[src/rtl/alu_op_sequencer_pkg.sv]
// Shared definitions for the ALU operation sequencer: widths, opcode map and
// the sequencer state encoding.
package alu_op_sequencer_pkg;

    localparam int DATA_W   = 4;
    localparam int NUM_REGS = 4;
    localparam int ADDR_W   = 2;
    localparam int NUM_OPS  = 13;

    localparam logic [3:0] OP_WR   = 4'd0;
    localparam logic [3:0] OP_RD   = 4'd1;
    localparam logic [3:0] OP_CPY  = 4'd2;
    localparam logic [3:0] OP_NOT  = 4'd3;
    localparam logic [3:0] OP_AND  = 4'd4;
    localparam logic [3:0] OP_OR   = 4'd5;
    localparam logic [3:0] OP_XOR  = 4'd6;
    localparam logic [3:0] OP_NAND = 4'd7;
    localparam logic [3:0] OP_NOR  = 4'd8;
    localparam logic [3:0] OP_ADD  = 4'd9;
    localparam logic [3:0] OP_SUB  = 4'd10;
    localparam logic [3:0] OP_LSF  = 4'd11;
    localparam logic [3:0] OP_RSF  = 4'd12;

    typedef enum logic [1:0] {
        IDLE  = 2'd0,
        ISSUE = 2'd1,
        WB    = 2'd2
    } state_t;

    function automatic logic is_legal(input logic [3:0] op);
        return op <= OP_RSF;
    endfunction

endpackage

[src/rtl/alu_op_sequencer_decoder.sv]
// Opcode to one-hot ALU enable decoder; enables are forced low unless the
// sequencer is in its issue cycle.
module alu_op_decoder
    import alu_op_sequencer_pkg::*;
(
    input  logic [3:0]         opcode,
    input  logic               issue,
    output logic [NUM_OPS-1:0] enables,
    output logic               is_illegal
);

    always_comb begin
        // NOTE: every output gets a default first so no path can infer a latch.
        enables    = '0;
        is_illegal = !is_legal(opcode);
        if (issue && !is_illegal)
            enables = NUM_OPS'(1) << opcode;
    end

endmodule

[src/rtl/alu_op_sequencer.sv]
// Control stage for the 4-bit ALU: accepts an instruction, snapshots operands
// from a 4x4 register file, issues one ALU op and writes the result back.
module alu_op_sequencer
    import alu_op_sequencer_pkg::*;
(
    input  logic              clk,
    input  logic              rst,
    input  logic              instr_valid,
    output logic              instr_ready,
    input  logic [3:0]        opcode,
    input  logic [ADDR_W-1:0] dst,
    input  logic [ADDR_W-1:0] src,
    input  logic [DATA_W-1:0] imm,
    output logic              wr_en,
    output logic              read_en,
    output logic              copy_en,
    output logic              not_en,
    output logic              and_en,
    output logic              or_en,
    output logic              xor_en,
    output logic              nand_en,
    output logic              nor_en,
    output logic              add_en,
    output logic              sub_en,
    output logic              LSF_en,
    output logic              RSF_en,
    output logic [DATA_W-1:0] alu_rd1,
    output logic [DATA_W-1:0] alu_rd2,
    input  logic [DATA_W-1:0] alu_result,
    input  logic              alu_overflow,
    output logic              done,
    output logic [DATA_W-1:0] disp_data,
    output logic              ovf_flag,
    output logic              illegal
);

    state_t              state_q, state_d;
    logic [3:0]          op_q;
    logic [ADDR_W-1:0]   dst_q;
    logic [DATA_W-1:0]   opa_q, opb_q, res_q;
    logic                ovf_q;
    logic [DATA_W-1:0]   regs [NUM_REGS];
    logic                issue, accept, op_illegal;
    logic [NUM_OPS-1:0]  enables;

    // NOTE: sequential state uses non-blocking assignments so every register
    // samples pre-edge values regardless of block ordering.
    always_ff @(posedge clk) begin
        if (rst) state_q <= IDLE;
        else     state_q <= state_d;
    end

    always_comb begin
        state_d = state_q;
        unique case (state_q)
            IDLE:    if (instr_valid) state_d = is_legal(opcode) ? ISSUE : WB;
            ISSUE:   state_d = WB;
            WB:      state_d = IDLE;
            default: state_d = IDLE;
        endcase
    end

    always_comb begin
        instr_ready = (state_q == IDLE);
        issue       = (state_q == ISSUE);
        done        = (state_q == WB);
    end

    assign accept = instr_ready && instr_valid;

    alu_op_decoder u_decoder (
        .opcode     (op_q),
        .issue      (issue),
        .enables    (enables),
        .is_illegal (op_illegal)
    );

    // NOTE: the register file is cleared by reset because architectural
    // state must read as zero after reset, unlike a plain buffer memory.
    always_ff @(posedge clk) begin
        if (rst) begin
            op_q      <= '0;
            dst_q     <= '0;
            opa_q     <= '0;
            opb_q     <= '0;
            res_q     <= '0;
            ovf_q     <= 1'b0;
            disp_data <= '0;
            ovf_flag  <= 1'b0;
            illegal   <= 1'b0;
            for (int i = 0; i < NUM_REGS; i++) regs[i] <= '0;
        end else begin
            if (accept) begin
                op_q  <= opcode;
                dst_q <= dst;
                opa_q <= regs[dst];
                opb_q <= (opcode == OP_WR) ? imm : regs[src];
            end
            if (issue) begin
                res_q <= alu_result;
                ovf_q <= alu_overflow;
            end
            if (done) begin
                if (!op_illegal && op_q != OP_RD) regs[dst_q] <= res_q;
                if (op_q == OP_RD) disp_data <= res_q;
                ovf_flag <= ovf_q && (op_q == OP_ADD || op_q == OP_SUB);
                illegal  <= op_illegal;
            end
        end
    end

    assign alu_rd1 = opa_q;
    assign alu_rd2 = opb_q;

    assign wr_en   = enables[OP_WR];
    assign read_en = enables[OP_RD];
    assign copy_en = enables[OP_CPY];
    assign not_en  = enables[OP_NOT];
    assign and_en  = enables[OP_AND];
    assign or_en   = enables[OP_OR];
    assign xor_en  = enables[OP_XOR];
    assign nand_en = enables[OP_NAND];
    assign nor_en  = enables[OP_NOR];
    assign add_en  = enables[OP_ADD];
    assign sub_en  = enables[OP_SUB];
    assign LSF_en  = enables[OP_LSF];
    assign RSF_en  = enables[OP_RSF];

endmodule
[config.mk]
export PLATFORM = sky130hd
export DESIGN_NAME = alu_op_sequencer
export DESIGN_NICKNAME = d
export VERILOG_FILES = /design/src/rtl/alu_op_sequencer_pkg.sv /design/src/rtl/alu_op_sequencer_decoder.sv /design/src/rtl/alu_op_sequencer.sv
export SDC_FILE = /design/constraint.sdc
export NUM_CORES = 1
export LEC_CHECK = 0
export CAP_MARGIN = 5
export CORE_MARGIN = 4
export CORE_UTILIZATION = 39
export DETAILED_ROUTE_END_ITERATION = 16
export HOLD_SLACK_MARGIN = 0.03
export PLACE_DENSITY = 0.63
export SYNTH_ARGS = -nofsm -noshare
export SYNTH_HDL_FRONTEND = slang
export SYNTH_SLANG_ARGS = --single-unit
[constraint.sdc]
create_clock -name clk -period 1.7 [get_ports clk]
set_clock_uncertainty 0.05 [all_clocks]
set_input_delay 0.255 -clock clk [delete_from_list [all_inputs] [get_ports clk]]
set_output_delay 0.255 -clock clk [all_outputs]
set_load 0.005 [all_outputs]
==> results_dict.tcl, run 1 <==
set metrics [dict create \
    status "finished with violations" \
    violations "setup timing" \
    vias 1787 \
    crit_fanout 4 \
    ys_seq_elements 43 \
    worst_slew_pin_slew_ns 0.3767 \
    synth-edff-count 16 \
    ys_async_sr_fraction 0 \
    grt_overflow 0 \
    period_share 1.048 \
    area_delta_synth_final_pct 45.32 \
    drive_gt1_frac 0.3544 \
    drv_slew 0 \
    cts_num_sinks 43 \
    timing.fmax_mhz 561.4 \
    gp_congestion 0.8041 \
    postRouteAntennaNets 0 \
    required_ns 1.39 \
    layout.nets 304 \
    setup_ws_ns -0.08118 \
    worst-path-buf-inv 2 \
    rsz0062_at_grt "yes" \
    holdPathStages 2 \
    routedWlPerCell_um 14.44 \
    routed_via_density 5.034 \
    hpwl_um 3832 \
    drtIter0Drc 142 \
    synth_warnings 0 \
    clkLatencyLatePin_ns 0.29 \
    cp-start-kind "flop" \
    ys_seq_area_frac 0.4892 \
    path_clk_slew_ns 0.08 \
    hold_viol_final 0 \
    r2r_cells 4 \
    whs_ns 0.4053 \
    core.rowCount 26 \
    min_path_type "reg -> reg" \
    slew_headroom 0.7489 \
    crit_path_cell_trace "nand2b_1, or3_4, buf_4, nor2_2, buf_2" \
    syn_nets 224 \
    synth_top_cell_area_share 0.2590 \
    crit_slowest_cell "or3_4" \
    p_leak_nw 1.113 \
    clockBufferDepth 2 \
    initial_core_util 0.4060 \
    yosys-top-cells-area "dfxtp_1 26%, edfxtp_1 23%, mux4_2 8.6%" \
    h-tree-depth 2 \
    fillers 472 \
    cts_tree "yes" \
    synthFlopType "dfxtp_1" \
    drc 0 \
    path_depth 5 \
    cts_made_buffers 5 \
    finalWirelength_um 5127 \
    io_pins 49 \
    grt_pass1_wl_um 8549 \
    fin_cells 355 \
    netlist_area_um2 2087 \
    io_buffers 48 \
    syn-instance-count 204 \
    vdd_drop_max_mv 0.4786 \
    die_x_um 81.15 \
    critical_path_class "reg -> out" \
    cpLargestDelayFamily "simple AND/OR/NAND/NOR gates" \
    worstPathArrival_ns 1.48 \
    core_area_um2 5140 \
    endpoint_kind "output pin" \
    slowest_delay_ns 0.38 \
    drv_cap 0 \
    diodes 0 \
    syn_avg_cell_area_um2 10.23 \
    grt_pass1_vias 1765 \
    setup_tns_ns -0.1281 \
    grt_usage 0.1695 \
    grt_max_degree 24 \
    dieArea_um2 6585 \
    yosysTopAreaCell "dfxtp_1" \
    setup_viol 3 \
    die_h_um 81.15 \
    p_per_area_nw_per_um2 771.4 \
    preCtsSetupSlack_ns -0.1015 \
    ys_types 37 \
    post-route-min-period_ns 1.781 \
    dp.cells 339 \
    antenna_found_initial 0 \
    first_pass_iters 4 \
    cts-root-buf "clkbuf_8" \
]
==> cell usage after synthesis (2+ instances only) <==
| cell | n |
|---|---|
| nand3_1 | 4 |
| mux2i_1 | 4 |
| mux4_2 | 8 |
| dfxtp_1 | 27 |
| nand2_1 | 36 |
| buf_2 | 4 |
| a21oi_1 | 26 |
| nand2b_1 | 5 |
| nor4_1 | 2 |
| buf_6 | 2 |
| o21ai_1 | 5 |
| or3_1 | 3 |
| inv_1 | 5 |
| nor4_2 | 4 |
| clkbuf_1 | 5 |
| nor3_1 | 9 |
| and2_1 | 4 |
| nor2_1 | 10 |
| o21ai_0 | 5 |
| edfxtp_1 | 16 |
| nor3_2 | 4 |
==> layer usage <==
metal  wire length (um)  up-vias  share of wire  track usage
met2               2522       37           0.49       0.2718
met3                177       12          0.035      0.03659
met4                116        0          0.023      0.06250
li1                   -      896              -            -
met5                  0        -              0            0
met1               2310      842           0.45       0.2248
==> area by class of cell <==
class	instances	area [um^2]	share of cell area
flip-flops and latches	43	1028	0.3391
clock inverters	3	42.54	0.01403
inverters	6	25.02	0.008251
multi-input cells	144	1074	0.3540
clock buffers	5	68.82	0.02269
repair buffers	84	706.9	0.2331
well taps	70	87.58	0.02888
==> tightest hold or removal path, delay by kind of cell (launching register included) <==
| family | cells | cell delay (ns) |
|---|---|---|
| AO/OA/AOI/OAI | 1 | 0.05 |
| flip-flops | 1 | 0.32 |
| AND/OR/NAND/NOR | 1 | 0.05 |
==> placed cells by master (no fill, tap or decap), types with 3 or more instances in the layout <==
cell type,n
a21oi_1,26
clkbuf_8,5
buf_4,32
and2_1,4
nor4_2,5
nand2_1,35
o21ai_0,5
clkbuf_2,6
nand2b_4,3
mux4_2,8
nor3_1,7
nor3_2,6
buf_6,4
o21ai_1,4
dfxtp_1,21
clkdlybuf4s50_1,33
buf_2,6
inv_1,5
nor2_1,7
mux2i_1,4
dfxtp_2,6
nand3_1,4
edfxtp_1,16
==> stage by stage <==
| stage | area (um^2) | total power [mW] | util |
|---|---|---|---|
| after floorplan | 2101 | 1.349 | - |
| after global placement | 2818 | 1.531 | 0.5482 |
| after detailed placement | 2818 | 1.532 | 0.5482 |
| after CTS | 3019 | 2.341 | 0.5874 |
| after global routing | 3033 | 2.452 | 0.5901 |
| final | 3033 | 2.340 | 0.5901 |
==> state kept, by name, indices dropped and copies added, names as in the netlist <==
signal and count:
regs 16, alu_rd1 4, alu_rd2 4, disp_data 4
op_q 4, res_q 4, dst_q 2, state_q 2
illegal 1, ovf_flag 1, ovf_q 1
==> worst paths after layout <==
check / startpoint / end / slack, ns
setup / recovery: state_q[1] / read_en / -0.08
hold reg to reg: ovf_flag / ovf_flag / 0.41
hold / removal: ovf_flag / ovf_flag / 0.41
setup reg to reg: state_q[0] / regs[0][2] / 0.04
==> kinds of logic (layout without fill, tap and decap cells) <==
family / after synthesis / count (layout) / share of synthesized area
AOI/OAI and AO/OA: 40 / 40 / 0.1097
xor gates and xnor gates: 1 / 1 / 0.004197
muxes: 12 / 12 / 0.1055
and+or+nand+nor: 91 / 91 / 0.2512
DFF: 43 / 43 / 0.4892
buffers and inverters: 17 / 98 / 0.04017
==> timing repair <==
item	in CTS	in global routing
setup endpoints to repair	18	37
setup buffers	8	1
hold buffers	0	0
pin swaps	8	5
gates resized for setup	51	24
==> power breakdown <==
| group | leakage, nW | switching (mW) | internal [mW] |
|---|---|---|---|
| Combinational | 0.668 | 0.183 | 0.215 |
| Clock | 0.0562 | 0.351 | 0.438 |
| Sequential | 0.388 | 0.0370 | 1.12 |
(Power assumes the default switching activity.)
==> run 2: changes to the inputs <==
--- a/config.mk
+++ b/config.mk
@@ -7,10 +7,11 @@
 export LEC_CHECK = 0
 export CAP_MARGIN = 5
 export CORE_MARGIN = 4
-export CORE_UTILIZATION = 39
+export CORE_UTILIZATION = 35
 export DETAILED_ROUTE_END_ITERATION = 16
+export DONT_BUFFER_PORTS = 1
 export HOLD_SLACK_MARGIN = 0.03
-export PLACE_DENSITY = 0.63
+export PLACE_DENSITY = 0.47
 export SYNTH_ARGS = -nofsm -noshare
 export SYNTH_HDL_FRONTEND = slang
 export SYNTH_SLANG_ARGS = --single-unit
==> results_dict.tcl, run 2 (synthesized netlist as in run 1, its figures left out) <==
set metrics [dict create \
    drv_slew 0 \
    path_clk_slew_ns 0.08 \
    p_leak_nw 0.8449 \
    grt_max_degree 24 \
    slew_headroom 0.4228 \
    area_delta_synth_final_pct 22.36 \
    multi_input_area_um2 1075 \
    first_pass_iters 4 \
    h-tree-depth 2 \
    antenna_found_initial 0 \
    drive_gt1_frac 0.3333 \
    layout.nets 247 \
    grt_pass1_vias 1664 \
    worstPathArrival_ns 1.41 \
    drtIter0Drc 97 \
    cp-start-kind "flop" \
    diodes 0 \
    routedWlPerCell_um 17.39 \
    setup_ws_ns -0.01356 \
    die_x_um 85.22 \
    final_common_cell "nand2_1" \
    p_clk_frac 0.380 \
    vias 1592 \
    io_buffers 0 \
    cts-root-buf "clkbuf_8" \
    routed_via_density 5.307 \
    vdd_drop_max_mv 0.3169 \
    cts_made_buffers 5 \
    most-common-layout-cells "36 x nand2_1, 26 x a21oi_1, 24 x dfxtp_1" \
    drc 0 \
    cts_tree "yes" \
    period_share 1.008 \
    clockBufferDepth 2 \
    hpwl_um 3934 \
    pwr-share-comb 0.119 \
    die_h_um 85.22 \
    setup_viol 2 \
    p_sw_frac 0.2329 \
    min_path_type "in -> reg" \
    violations "setup timing" \
    finalWirelength_um 5218 \
    grt_pass1_wl_um 8473 \
    crit_fanout 4 \
    intPower_mw 1.770 \
    largest_register "regs" \
    p_switching_mw 0.5375 \
    post-route-min-period_ns 1.714 \
    critical_path_class "reg -> out" \
    drv_cap 0 \
    status "finished with violations" \
    setup_tns_ns -0.02418 \
    timing.fmax_mhz 583.6 \
    largest_reg_flops 16 \
    grt_overflow 0 \
    gp_congestion 0.8415 \
    clkLatencyLatePin_ns 0.29 \
    rsz0062_at_grt "yes" \
    preCtsSetupSlack_ns -0.001634 \
    cts_num_sinks 43 \
    dieArea_um2 7262 \
    grt_usage 0.1490 \
    worst_slew_pin_slew_ns 0.8630 \
    hold_viol_final 0 \
    required_ns 1.39 \
    initial_core_util 0.3699 \
    postRouteAntennaNets 0 \
    core_area_um2 5642 \
    p_per_area_nw_per_um2 903.7 \
    io_pins 49 \
    regArea_um2 1025 \
    core.rowCount 27 \
    seqPwrFrac 0.501 \
    endpoint_kind "output pin" \
    fillers 539 \
]
## run 2: changes by cell type in the layout (fill, tap and decap cells not counted), sizes merged
cell / before / now
clkdlybuf4s50: 33 / 0
buf: 42 / 24
clkbuf: 11 / 7
dlygate4sd3: 0 / 3
inv: 7 / 5
clkdlybuf4s15: 1 / 0
dlygate4sd2: 1 / 0
dlymetal6s2s: 1 / 0
## run 2: power groups by stage
stage / logic, mW / registers [mW] / clock network (mW)
floorplan: 0.182 / 1.17 / 0
global placement: 0.232 / 1.18 / 0
finish: 0.275 / 1.16 / 0.876
global route: 0.304 / 1.16 / 0.946
detailed placement: 0.235 / 1.18 / 0
CTS: 0.261 / 1.16 / 0.898
## run 2: worst max-delay path: stages (launching register included)
cell      delay [ns]
dfxtp_2         0.33
buf_6           0.11
nand2b_4        0.14
or3_4           0.39
nor3_4          0.15
## run 2: per-stage QoR
step	std cells	hold WS [ns]	utilization	power [mW]	instance area (um^2)
after floorplan	204	0.3410	-	1.349	2101
after global placement	283	0.2784	0.4036	1.410	2277
after detailed placement	283	0.2797	0.4036	1.414	2277
after CTS	294	0.03244	0.4389	2.314	2476
after global routing	300	0.03257	0.4527	2.412	2554
final	300	0.03834	0.4527	2.308	2554
## run 2: metal layers
| layer | vias to the layer above | part of all wire | GRT usage |
|---|---|---|---|
| met2 | 47 | 0.49 | 0.2401 |
| met5 | - | 0 | 0 |
| met1 | 760 | 0.43 | 0.1792 |
| met4 | 0 | 0.013 | 0.05468 |
| met3 | 6 | 0.074 | 0.05922 |
| li1 | 779 | - | - |
## run 2: worst paths after layout
| path | from | endpoint | slack [ns] | cells after the start |
|---|---|---|---|---|
| hold reg to reg | ovf_q | ovf_q | 0.42 | 2 |
| hold / removal | alu_overflow | ovf_q | 0.04 | 2 |
| setup reg to reg | state_q[1] | regs[0][1] | 0.07 | 4 |
| setup / recovery | state_q[1] | wr_en | -0.01 | 4 |
## run 2: timing repair
action,CTS,global route
endpoints found under the hold margin,23,1
buffers inserted,1,6
pin swaps,3,6
hold buffers,2,1
cloned,0,0
setup endpoints to repair,11,27
resized for setup,9,12
## run 2: cell type report
| cell class | count | share of cell area |
|---|---|---|
| flip-flops and latches | 43 | 0.4013 |
| well taps | 72 | 0.03528 |
| multi-input cells | 144 | 0.4209 |
| repair buffers | 27 | 0.08378 |
| clock inverters | 1 | 0.01176 |
| clock buffers | 7 | 0.03822 |
| inverters | 6 | 0.008819 |
==> run 3: changes to the inputs <==
--- a/config.mk
+++ b/config.mk
@@ -10,7 +10,6 @@
 export CORE_UTILIZATION = 35
 export DETAILED_ROUTE_END_ITERATION = 16
 export DONT_BUFFER_PORTS = 1
-export HOLD_SLACK_MARGIN = 0.03
 export PLACE_DENSITY = 0.47
 export SYNTH_ARGS = -nofsm -noshare
 export SYNTH_HDL_FRONTEND = slang
==> results_dict.tcl, run 3 (synthesized netlist as in run 1, its figures left out) <==
set metrics [dict create \
    status "finished with violations" \
    violations "setup timing" \
    first_pass_iters 4 \
    p_per_area_nw_per_um2 909.9 \
    diodes 0 \
    cts_made_buffers 5 \
    post-route-min-period_ns 1.714 \
    cts_tree "yes" \
    drc 0 \
    largest_reg_flops 16 \
    most-common-layout-cells "36 x nand2_1, 26 x a21oi_1, 24 x dfxtp_1" \
    period_share 1.008 \
    endpoint_kind "output pin" \
    grt_pass1_vias 1659 \
    io_buffers 0 \
    regArea_um2 1025 \
    dp.cells 283 \
    die_h_um 85.22 \
    postRouteAntennaNets 0 \
    preCtsSetupSlack_ns -0.001634 \
    core.rowCount 27 \
    setup_tns_ns -0.02436 \
    required_ns 1.39 \
    fillers 540 \
    power_mw 2.305 \
    slew_headroom 0.4162 \
    layout.nets 245 \
    critical_path_class "reg -> out" \
    vias 1589 \
    core_area_um2 5642 \
    final_common_cell "nand2_1" \
    fin_cells 298 \
    initial_core_util 0.3699 \
    grt_max_degree 24 \
    placed_area_um2 2277 \
    clockBufferDepth 2 \
    path_clk_slew_ns 0.08 \
    io_pins 49 \
    grt_pass1_wl_um 8438 \
    clkLatencyLatePin_ns 0.29 \
    utilization 0.4491 \
    routedWlPerCell_um 17.43 \
    die_x_um 85.22 \
    drv_cap 0 \
    antenna_found_initial 0 \
    cts_num_sinks 43 \
    drv_slew 0 \
    crit_slowest_cell "or3_4" \
    grt_overflow 0 \
    finalWirelength_um 5193 \
    setup_viol 2 \
    min_path_type "in -> reg" \
    hpwl_um 3934 \
    dieArea_um2 7262 \
    crit_fanout 4 \
    r2r_slack_ns 0.07 \
    largest_register "regs" \
    drtIter0Drc 85 \
    p_leak_nw 0.8365 \
    hold_viol_final 0 \
    rsz0062_at_grt "yes" \
    grt_usage 0.1484 \
    slowest_delay_ns 0.39 \
    worstPathArrival_ns 1.41 \
    area_delta_synth_final_pct 21.40 \
    worst-path-buf-inv 1 \
    design_area_um2 2534 \
    gp_congestion 0.8415 \
    cpLargestDelayFamily "simple AND/OR/NAND/NOR gates" \
    multi_input_area_um2 1075 \
    timing.fmax_mhz 583.5 \
    cts-root-buf "clkbuf_8" \
    h-tree-depth 2 \
    vdd_drop_max_mv 0.3168 \
    crit_path_cell_trace "buf_6, nand2b_4, or3_4, nor3_4" \
    cp-start-kind "flop" \
    routed_via_density 5.332 \
    drive_gt1_frac 0.3363 \
    worst_slew_pin_slew_ns 0.8728 \
    setup_ws_ns -0.01366 \
    whs_ns 0.03780 \
]
## run 3: per-layer routing
metal	track usage	routed length (um)
met5	0	0
met4	0.05468	69
met3	0.06019	364
met2	0.2394	2518
met1	0.1774	2240
## run 3: report_power, final
part	internal, mW	switching (mW)
Sequential	1.12	0.0411
Clock	0.528	0.350
Combinational	0.124	0.147
## run 3: worst paths after layout
kind,startpoint,to,cells after the start
worst max register to register,state_q[1],regs[0][1],4
worst min-delay path,alu_overflow,ovf_q,2
worst min register to register,ovf_q,ovf_q,2
worst max-delay path,state_q[1],wr_en,4
## run 3: cell type report
class / count / area share
Multi-Input combinational cell: 144 / 0.4242
Sequential cell: 43 / 0.4044
Timing Repair Buffer: 25 / 0.07654
Clock buffer: 7 / 0.03852
Tap cell: 72 / 0.03556
Clock inverter: 1 / 0.01185
Inverter: 6 / 0.008889
## run 3: worst reg2reg max path, delay by kind of cell (launching register included)
kind	cells	cell delay [ns]
DFF	1	0.34
and+or+nand+nor	2	0.50
AOI/OAI and AO/OA	1	0.31
buffers and inverters	1	0.12
## run 3: what timing repair did
action / CTS / global route
endpoints found under the hold margin: 23 / 0
setup buffers: 1 / 6
hold buffers: 1 / 0
setup endpoints to repair: 11 / 27
gates resized for setup: 9 / 12
pin swaps: 3 / 6
==> RTL change (flow settings as in run 3) <==
The package constant `NUM_REGS` goes from 4 to 8.
--- a/src/rtl/alu_op_sequencer_pkg.sv
+++ b/src/rtl/alu_op_sequencer_pkg.sv
@@ -4,5 +4,5 @@
 
     localparam int DATA_W   = 4;
-    localparam int NUM_REGS = 4;
+    localparam int NUM_REGS = 8;
     localparam int ADDR_W   = 2;
     localparam int NUM_OPS  = 13;
Behaviour: no difference found for any inputs over 10 cycles, from zero or initial values and one cycle with rst high; that may be too few to reach the edited logic, so the function may still have changed.
==> RTL change against run 3 <==
Setup slack better by 0.020 ns; cell count is 0.67% lower; hold slack barely moved; clock power shrank 29%; via count down 2.5%; critical path depth down 1; routed wire length decreased by 0.73%; power shrank 11%; synthesized area increased by 1.7%; sequential cell count unchanged; cell area up 0.20%; critical endpoint is now or_en.
==> RTL change: results (changes against run 3) <==
[run_status]
outcome = finished clean

[global_route]
grt_first_pass_wirelength_mm = 8.04  ; -4.7%
grt_max_degree = 27  ; +13%
met1_usage_pct = 17.7  ; about the same
grt_usage_pct = 14.4  ; -0.43 points
grt_pass1_vias = 1591  ; -4.1%
use_met3_pct = 6.24  ; +0.22 points

[pwr]
leakagePower_nw = 0.855  ; +2.2%
ir_worst_vdd_v = 0.000471  ; +49%
combPwrFrac_pct = 13.3  ; +1.5 points
net-switching-power_w = 0.000520  ; -3.5%

[setup_path]
reg2reg_depth = 5  ; +1
critPathMaxFanout = 5  ; +1
worst_ep_arrival_time_ns = 1.39  ; -0.02 ns

[placed_design]
pre_cts_ws_ns = 0.00739  ; +0.00902 ns
placed_cell_area_um2 = 2230  ; -2.0%
gp_congestion = 0.853  ; +1.3%
dpl.cell_count = 278  ; -1.8%
place_hpwl_mm = 3.69  ; -6.2%

[final_layout]
final_nets = 240  ; -2.0%
drive_above_1_share_pct = 27.6  ; -6.0 points
n_all_buffers = 21  ; -16%
final_area_um2 = 2540  ; +0.20%
comb.multi_input.count = 148  ; +2.8%
n_clock_buffer = 8  ; +1
multi_input_area_um2 = 1140  ; +6.4%
seq_cell_count = 43  ; unchanged
buffer_area_share_pct = 7.15  ; -0.51 points
clock_tree_area_fraction_pct = 3.15  ; -1.9 points
seqCellArea_um2 = 1040  ; +1.1%
inv_count = 1  ; -5
fillers = 547  ; +1.3%

[routing]
drt_iter0_drc = 59  ; -31%
dr_wl_met3_um = 376  ; +3.3%
wl_met2_mm = 2.53  ; +0.40%
wl_met1_mm = 2.19  ; -2.4%

[sta]
tightestPinTransition_ns = 1.01  ; +0.136 ns

[synth]
synth_common_cells = nand2_1, dfxtp_1, a21oi_1
synth_nets = 225  ; +0.45%
netlist_top_cells_area = dfxtp_1, edfxtp_1, mux4_2, nand2_1, a21oi_1
syn_avg_cell_area_um2 = 10.4  ; +1.2%
ys_seq_area_share_pct = 48.1  ; -0.81 points
synth_compound_area_share_pct = 8.25  ; -2.7 points
syn-cell-area_um2 = 2120  ; +1.7%
synth_cell_types = 36  ; -2.7%
muxShareOfSynthArea_pct = 10.4  ; -0.17 points

[clock_tree]
cts_hold_buf = 2  ; +1
cts_setup_buffers = 2  ; +1
cts_resized = 15  ; +6
clkLatencyLatePin_ns = 0.29  ; about the same

-- RTL change: changes by cell type in the layout (fill, tap and decap cells not counted), moves of 5 or more --
cell,before,now
o21ai_0,5,0
buf_4,23,15
and2_1,4,16
a21oi_1,26,21
nor4_2,6,0
nor2_1,4,10
-- RTL change: path summary, 6_finish.rpt --
kind	start	end	slack (ns)
setup / recovery	state_q[0]$_SDFFE_PP0P_	or_en	0.006
hold reg to reg	ovf_q$_SDFFE_PP0P_	ovf_q$_SDFFE_PP0P_	0.41
setup reg to reg	op_q[3]$_SDFFE_PP0P_	disp_data[0]$_SDFFE_PP0P_	0.07
hold / removal	opcode[3]	op_q[3]$_SDFFE_PP0P_	0.04
-- RTL change: worst max-delay path, cell delays in order, from the launching register on --
cell	delay [ns]
dfxtp_4	0.41
nand2_4	0.06
or3_4	0.41
nor3b_2	0.22
